==> src/rtl/uart_tx_mmio.sv <==
// Memory-mapped UART transmitter: 4-word register window, TX FIFO and 8N1 serialiser.
// Optional even-parity bit enabled by defining UART_PARITY_EN.
module uart_tx_mmio #(
  parameter logic [31:0] BASE_ADDR   = 32'd1020,
  parameter int          FIFO_DEPTH  = 8,
  parameter logic [15:0] DEFAULT_DIV = 16'd16
) (
  input  logic        clk,
  input  logic        rst,
  input  logic [31:0] AddressBus,
  input  logic [31:0] DataBusOut,
  input  logic [2:0]  ControlBus,
  output logic        sel,
  output logic [31:0] rdata,
  output logic        tx,
  output logic        irq
);

  localparam int AW = $clog2(FIFO_DEPTH);

`ifdef UART_PARITY_EN
  localparam logic PAR_FLAG = 1'b1;
`else
  localparam logic PAR_FLAG = 1'b0;
`endif

  typedef enum logic [2:0] {IDLE, START, DATA, PARITY, STOP} state_t;

  logic [31:0] offset;
  logic        wr_en, rd_en;
  logic        wr_txdata, wr_status, wr_baud;

  logic [7:0]  mem [FIFO_DEPTH];
  logic [AW:0] wptr, rptr, count;
  logic        full, empty, push, pop, ovf_set;
  logic        overflow;
  logic [15:0] baud;
  logic [3:0]  count_sat;
  logic [31:0] status;

  state_t      state, state_n;
  logic [15:0] cnt, cnt_n, div_frame;
  logic [2:0]  bit_idx, bit_n;
  logic [7:0]  shreg;
  logic        load, shift, bit_done;
  logic        par;

  logic        unused_bits;
  assign unused_bits = ^{ControlBus[0], DataBusOut[31:16]};

  // Address decode: the subtraction wraps, so one compare covers the whole window
  assign offset    = AddressBus - BASE_ADDR;
  assign sel       = (offset[31:2] == 30'd0);
  assign wr_en     = sel & ControlBus[2];
  assign rd_en     = sel & ControlBus[1];
  assign wr_txdata = wr_en && (offset[1:0] == 2'd0);
  assign wr_status = wr_en && (offset[1:0] == 2'd1);
  assign wr_baud   = wr_en && (offset[1:0] == 2'd2);

  assign count   = wptr - rptr;
  assign full    = (count == (AW+1)'(FIFO_DEPTH));
  assign empty   = (wptr == rptr);
  assign push    = wr_txdata && (!full || pop);
  assign ovf_set = wr_txdata && full && !pop;

  always_ff @(posedge clk) begin
    if (!rst) begin
      wptr <= '0;
      rptr <= '0;
    end else begin
      if (push) wptr <= wptr + 1'b1;
      if (pop)  rptr <= rptr + 1'b1;
    end
  end

  always_ff @(posedge clk) begin
    if (push) mem[wptr[AW-1:0]] <= DataBusOut[7:0];
  end

  always_ff @(posedge clk) begin
    if (!rst) begin
      overflow <= 1'b0;
      baud     <= DEFAULT_DIV;
      irq      <= 1'b1;
    end else begin
      if (wr_status)    overflow <= 1'b0;
      else if (ovf_set) overflow <= 1'b1;
      if (wr_baud) baud <= (DataBusOut[15:0] == 16'd0) ? 16'd1 : DataBusOut[15:0];
      irq <= empty && (state == IDLE);
    end
  end

  // Transmit FSM: state register
  always_ff @(posedge clk) begin
    if (!rst) begin
      state     <= IDLE;
      cnt       <= '0;
      bit_idx   <= '0;
      div_frame <= DEFAULT_DIV;
    end else begin
      state   <= state_n;
      cnt     <= cnt_n;
      bit_idx <= bit_n;
      if (load) div_frame <= baud;
    end
  end

  always_ff @(posedge clk) begin
    if (load) begin
      shreg <= mem[rptr[AW-1:0]];
      par   <= ^mem[rptr[AW-1:0]];
    end else if (shift) begin
      shreg <= {1'b0, shreg[7:1]};
    end
  end

  assign bit_done = (cnt == div_frame - 16'd1);

  // Transmit FSM: next state; STOP pops directly so back-to-back frames have no gap
  always_comb begin
    state_n = state;
    cnt_n   = cnt;
    bit_n   = bit_idx;
    pop     = 1'b0;
    load    = 1'b0;
    shift   = 1'b0;
    case (state)
      IDLE: begin
        if (!empty) begin
          pop     = 1'b1;
          load    = 1'b1;
          cnt_n   = '0;
          state_n = START;
        end
      end
      START: begin
        if (bit_done) begin
          cnt_n   = '0;
          bit_n   = '0;
          state_n = DATA;
        end else begin
          cnt_n = cnt + 16'd1;
        end
      end
      DATA: begin
        if (bit_done) begin
          cnt_n = '0;
          shift = 1'b1;
          if (bit_idx == 3'd7) begin
`ifdef UART_PARITY_EN
            state_n = PARITY;
`else
            state_n = STOP;
`endif
          end else begin
            bit_n = bit_idx + 3'd1;
          end
        end else begin
          cnt_n = cnt + 16'd1;
        end
      end
      PARITY: begin
        if (bit_done) begin
          cnt_n   = '0;
          state_n = STOP;
        end else begin
          cnt_n = cnt + 16'd1;
        end
      end
      STOP: begin
        if (bit_done) begin
          cnt_n = '0;
          if (!empty) begin
            pop     = 1'b1;
            load    = 1'b1;
            state_n = START;
          end else begin
            state_n = IDLE;
          end
        end else begin
          cnt_n = cnt + 16'd1;
        end
      end
      default: state_n = IDLE;
    endcase
  end

  always_comb begin
    tx = 1'b1;
    case (state)
      START:   tx = 1'b0;
      DATA:    tx = shreg[0];
      PARITY:  tx = par;
      default: tx = 1'b1;
    endcase
  end

  assign count_sat = (32'(count) > 32'd15) ? 4'd15 : 4'(count);
  assign status    = {20'd0, count_sat, 3'd0, PAR_FLAG, overflow, (state != IDLE), empty, full};

  always_comb begin
    rdata = 32'd0;
    if (rd_en) begin
      case (offset[1:0])
        2'd1:    rdata = status;
        2'd2:    rdata = {16'd0, baud};
        default: rdata = 32'd0;
      endcase
    end
  end

endmodule

==> config.mk <==
export PLATFORM = sky130hd
export DESIGN_NAME = uart_tx_mmio
export DESIGN_NICKNAME = d
export VERILOG_FILES = /design/src/rtl/uart_tx_mmio.sv
export SDC_FILE = /design/constraint.sdc
export NUM_CORES = 1
export LEC_CHECK = 0
export ABC_AREA = 0
export CORE_MARGIN = 2
export CORE_UTILIZATION = 25
export DETAILED_ROUTE_END_ITERATION = 10
export SLEW_MARGIN = 40
export SYNTH_ARGS = -nofsm -noshare
export SYNTH_HDL_FRONTEND = slang
export SYNTH_SLANG_ARGS = --single-unit
==> constraint.sdc <==
create_clock -name clk -period 4.4 [get_ports clk]
set_clock_uncertainty 0.2 [all_clocks]
set_input_delay 0.44 -clock clk [delete_from_list [all_inputs] [get_ports clk]]
set_output_delay 0.44 -clock clk [all_outputs]
set_load 0.05 [all_outputs]
**Word level (Yosys, flattened, before mapping)**

Memory sizes are Yosys's and may differ from the RTL's. A register that Yosys moved wholly into a read port is not among the register bits.
Cells that the tools add are included.

- Bitwise logic cells: 3
- $add $sub $neg: 7
- Muxes and demuxes: 30
- Reduce and logical (&&, ||, !) cells: 24
- Equality and inequality tests: 17

Operators with widths:

| kind | count |
|---|---|
| 2-to-1 mux 16 bit | 4 |
| one-hot mux 16 bit (2 select lines) | 2 |
| 2-to-1 mux 3 bit | 11 |
| subtractor 32 x 10 -> 32 bit, second input constant | 1 |
| logical NOT 30 bit | 1 |
| adder 16 x 1 -> 16 bit, second input constant | 1 |
| equality test 16 bit | 1 |
| logical NOT 16 bit | 1 |
| 2-to-1 mux 8 bit | 2 |
| subtractor 16 x 1 -> 16 bit, second input constant | 1 |
| one-hot mux 3 bit (5 select lines) | 1 |
| != test 2 bit, second input constant | 7 |
| adder 4 x 1 -> 4 bit, second input constant | 2 |
| XOR reduction 8 bit | 1 |
| logical AND 1 bit | 7 |
| 2-to-1 mux 1 bit | 7 |
| equality test 3 x 2 -> 1 bit, second input constant | 2 |
| equality test 3 bit, second input constant | 2 |
| one-hot mux 3 bit (2 select lines) | 1 |
| AND reduction 6 bit | 1 |
| nonzero test 2 bit | 3 |
| equality test 4 bit | 1 |
| equality test 4 bit, second input constant | 1 |
| AND reduction 4 bit | 1 |
| 17 further kinds | 19 |

- Register bits: 73
- Memory bits (writable): 64
- Output and inout bits: 35
- Memories: 1

Memory list:

| name | depth | bits a word | rd ports | clocked after memory_dff | wr ports | line | RTL |
|---|---|---|---|---|---|---|---|
| mem | 8 | 8 | 1 | 1 | 1 | 33 | `logic [7:0] mem [FIFO_DEPTH];` |

**Logic depth before layout (Yosys ltp)**

- Depth after elaboration: 8
- Gate-level depth with buffers: 12

**Worst setup path after synthesis**

Ideal clock, no wire load.

- Path type: input to register
- Start: in AddressBus[10]
- End: mem mem[2][0] (enable)
- Library setup time: 0.398 ns
- Stages: 6
- Arrival: 4.258 ns
- Data required time: 3.802 ns
- Path slack: -0.456 ns
- Buffers on the path: 0
- Path through: or4_1 -> nor4_1 -> nand2_1 -> nor3b_1 -> nand3_1 -> nor4b_1

- Longest elaborated chain between the ends: 7

Ends and longest elaborated chain:

| element | line | RTL |
|---|---|---|
| start, declared | 10 | `input logic [31:0] AddressBus,` |
| subtractor 32 x 10 -> 32 bit | 52 | `assign offset = AddressBus - BASE_ADDR;` |
| logical NOT 30 bit | 53 | `assign sel = (offset[31:2] == 30'd0);` |
| named net sel | 13 | `output logic sel,` |
| bitwise AND 1 bit | 54 | `assign wr_en = sel & ControlBus[2];` |
| logical AND 1 bit | 56 | `assign wr_txdata = wr_en && (offset[1:0] == 2'd0);` |
| logical AND 1 bit | 63 | `assign push = wr_txdata && (!full \|\| pop);` |
| 2-to-1 mux 1 bit | 77 | `if (push) mem[wptr[AW-1:0]] <= DataBusOut[7:0];` |
| 2-to-1 mux 1 bit (not written as such) | 77 |  |
| end, declared | 33 |  |

The timed path passes the listed nets, and every way through them passes these cells.

**Final worst setup path**

- Start: reg div_frame[0]
- End: mem mem[1][6] (enable)

- Longest elaborated chain between the ends: 8

Ends and longest elaborated chain:

| element | line | RTL |
|---|---|---|
| start, declared | 42 | `logic [15:0] cnt, cnt_n, div_frame;` |
| start signal, assigned | 104 | `if (load) div_frame <= baud;` |
| subtractor 16 x 1 -> 16 bit | 117 | `assign bit_done = (cnt == div_frame - 16'd1);` |
| equality test 16 bit | 117 |  |
| 2-to-1 mux 1 bit | 171 | `if (bit_done) begin` |
| one-hot mux 1 bit (2 select lines) | 127 | `case (state)` |
| logical OR 1 bit | 63 |  |
| logical AND 1 bit | 63 |  |
| 2-to-1 mux 1 bit | 77 |  |
| 2-to-1 mux 1 bit (not written as such) | 77 |  |

Every way passes these cells.

==> summary.md <==
| Metric | Value |
|---|---|
| PostCTS Resize Cnt | 0 |
| Die ar. | 30000 sq um |
| Post-synth EDFFs | 73 |
| DR iter-0 viols | 356 |
| Tcrit/Tclk final | 0.942 |
| Post-Route Setup TNS | 0 ps |
| Leak | 0.00317 uW |
| Minimum clock period | a little over 4000 ps |
| Inserted Diodes | 0 |
| GR Util All Layers | 0.116 |
| # rows | 61 |
| Crit path kind | reg -> reg |
| Run status | finished clean |
| CTS H-tree lvls | 4 |
| Layout area overhead | 26.8% |
| Max Root-Sink Buffers | 2 |
| I/O pins | about 100 |
| Slew margin rel. | 0.459 |
| Net Sw Frac | 0.299 |
| Final setup fails | 0 |
| I/O Buffers | 70 |
| Largest net degree at the start of global routing | 60 |
| Hold WS | between 200 and 300 ps |
| Finished Layout Cells | 1136 |
| Worst vdd ir | between 0.2 and 0.3 mV |
| TritonRoute pass-1 iters | 5 |
| First-pass GRT wire length | 27.9 mm |
| Required time worst endpoint | around 4300 ps |
| Via/cell ratio | just under 5 |
| Crit path DAT | about 4000 ps |
| Post-synthesis sequential area ratio | 0.494 |
| Hold buffers post-CTS | 0 |
| Initial core utilization | 0.256 |
| CP Launch Type | register |
| Total CTS buffers | 17 |
| CTS tree | done |
| GP Congestion | 0.815 |
| Worst min path class | reg -> reg |
| # clock sinks | 140 |
| FMAX | roughly 240 MHz |
| Cell area after synthesis | 7150 sq um |
| Combinational share of power | 0.207 |
| Yosys warning total | 0 |
| Design area | 9060 sq um |
| Flops & latches, synth | 140 |
| CP max FO | 8 |
| Cell Pwr Density | 393 nW/um^2 |
| Main synth FF type | edfxtp_1 |
| HPWL after DPL | 12.7 mm |
| Initial antenna violation count | 0 |
| # nets final | 827 |
| RSZ-0062 raised after global routing | no |
| DR WL/cell | 15.3 microns |
| DR DRC count | 0 |
| Clk root buf | clkbuf_16 |
| Die W | around 170 microns |
| Sequential Power Share | 0.416 |
| Layout cells sized above 1 | 0.164 |
| Switching power | 1070 uW |
| Crit. End Element | register |
| Post-synthesis cell count | 669 |
| Post-route ant nets | 0 |
| Vias in the first global route | 5326 |
| Worst-Margin Slew | 812 ps |
| Vias | 5457 |
| Die H | 173 microns |
| Routed WL | 17.4 mm |
| DP Cell Count | 1104 |
| Clock Power Share | 0.377 |
| Syn avg cell area | 10.7 sq um |
| Placed cell area | 8490 sq um |
| Synth unique cells | 64 |
| Fin. Hold Viols | 0 |
| # Post-CTS Setup Buffers | 0 |
| Finished Core Util | 0.324 |
| Asr flop ratio synth | 0 |
| Clock-pin slew on the worst setup and hold paths | 70 ps |
| Worst skew pair latency | 410 ps |
| Core ar. | 27900 sq um |
| Max-cap violations | 0 |
| P_int | 2500 uW |
| Congestion Overflow GR | 0 |
| Slew Viols, Final | 0 |
-- cell type report --
| cell class | count | area, sq um |
|---|---|---|
| timing repair buffer | 97 | 1060 |
| inverter | 15 | 58.8 |
| clock inverter | 14 | 130 |
| multi-input combinational | 474 | 3370 |
| tap | 378 | 473 |
| clock buffer | 18 | 429 |
| fill | 2851 | 18900 |
| sequential | 140 | 3530 |
-- routing by layer --
| metal | global-route usage | part of all wire |
|---|---|---|
| met5 | 0 | 0 |
| met4 | 0.0346 | 0.0084 |
| met3 | 0.0240 | 0.049 |
| met2 | 0.188 | 0.47 |
| met1 | 0.156 | 0.47 |
-- synthesized netlist by cell type, types with 3 or more instances --
cell,count,area [sq um]
buf_4,16,120
xnor2_1,21,184
buf_1,3,11.3
dfxtp_1,67,1340
a21oi_1,36,180
or4_1,5,37.5
a22oi_1,7,52.6
or3_1,7,43.8
mux4_2,16,360
nor3b_1,4,30.0
buf_2,4,20.0
o211ai_1,7,52.6
and3_1,14,87.6
o21ai_0,34,170
or2_2,5,31.3
nor2b_1,5,31.3
nand4_1,7,43.8
inv_1,13,48.8
nor3_1,29,145
xor2_1,18,158
edfxtp_1,73,2190
nor4_1,17,106
nand3b_1,3,22.5
mux2i_1,19,190
nor2_1,45,169
a31oi_1,5,31.3
clkbuf_1,32,120
nand3_1,36,180
o21a_1,3,22.5
nand2b_1,10,62.6
ha_1,12,150
nor4b_1,4,35.0
o31ai_1,3,22.5
nand2_1,28,105
and2_1,3,18.8
a211oi_1,7,52.6
mux2_2,14,158
-- metrics by stage --
step / setup WS (ps) / power (uW)
CTS: 119 / 3590
global placement: 175 / 2240
detailed placement: 174 / 2250
global route: 38.5 / 3730
floorplan: 39.3 / 2030
finish: 255 / 3560
-- state kept, by name (all words and copies together), names as in the netlist, named ones only --
signal     flops
mem           64
baud          16
cnt           16
div_frame     16
shreg          8
rptr           4
wptr           4
bit_idx        3
state          3
irq            1
overflow       1
par            1
-- cell usage in the layout, fill, tap and decap left out, types with 19 or more instances in the layout --
cell type	count
clkdlybuf4s50_1	54
nand2_1	28
a21oi_1	36
mux2i_1	19
buf_4	27
nand3_1	36
edfxtp_1	73
nor3_1	29
xnor2_1	21
nor2_1	45
dfxtp_1	66
o21ai_0	34
-- logic make-up (layout without fill, tap and decap cells) --
| logic type | count (synthesis) | after routing | share of synthesized area |
|---|---|---|---|
| buffers and inverters | 70 | 144 | 0.0459 |
| XOR/XNOR | 41 | 41 | 0.0541 |
| AO/OA/AOI/OAI | 122 | 122 | 0.107 |
| AND/OR/NAND/NOR | 233 | 233 | 0.175 |
| adder cells (fa/ha/maj) | 13 | 13 | 0.0238 |
| multiplexers | 49 | 49 | 0.0991 |
| flip-flops | 140 | 140 | 0.494 |
| other | 1 | 16 | 0.000525 |
-- power by group through the flow --
stage | clock [uW] | sequential (uW) | combinational [uW]
2_1_floorplan | 0 | 1480 | 541
3_3_place_gp | 0 | 1510 | 728
3_5_place_dp | 0 | 1510 | 736
4_1_cts | 1370 | 1480 | 738
5_1_grt | 1440 | 1490 | 803
6_report | 1340 | 1480 | 738
-- worst paths after layout --
path                            slack (ps)         start         end  depth (start not counted)
worst max-delay path                   260  div_frame[0]   mem[1][6]                         11
worst min-delay path                   280    bit_idx[2]  bit_idx[2]                          2
worst max register to register         260  div_frame[0]   mem[1][6]                         11
worst min register to register         280    bit_idx[2]  bit_idx[2]                          2
-- worst max-delay path, stage by stage (launching register included) --
cell       delay, ps
dfxtp_1          370
inv_1             80
ha_1             220
or3b_2           550
o31a_1           350
a2111oi_2        260
nand2_1           90
or4_4            580
o21ai_2          210
a21oi_1          270
nor4_1           440
buf_4            230
Note: power is estimated with default switching activity, not from simulation.
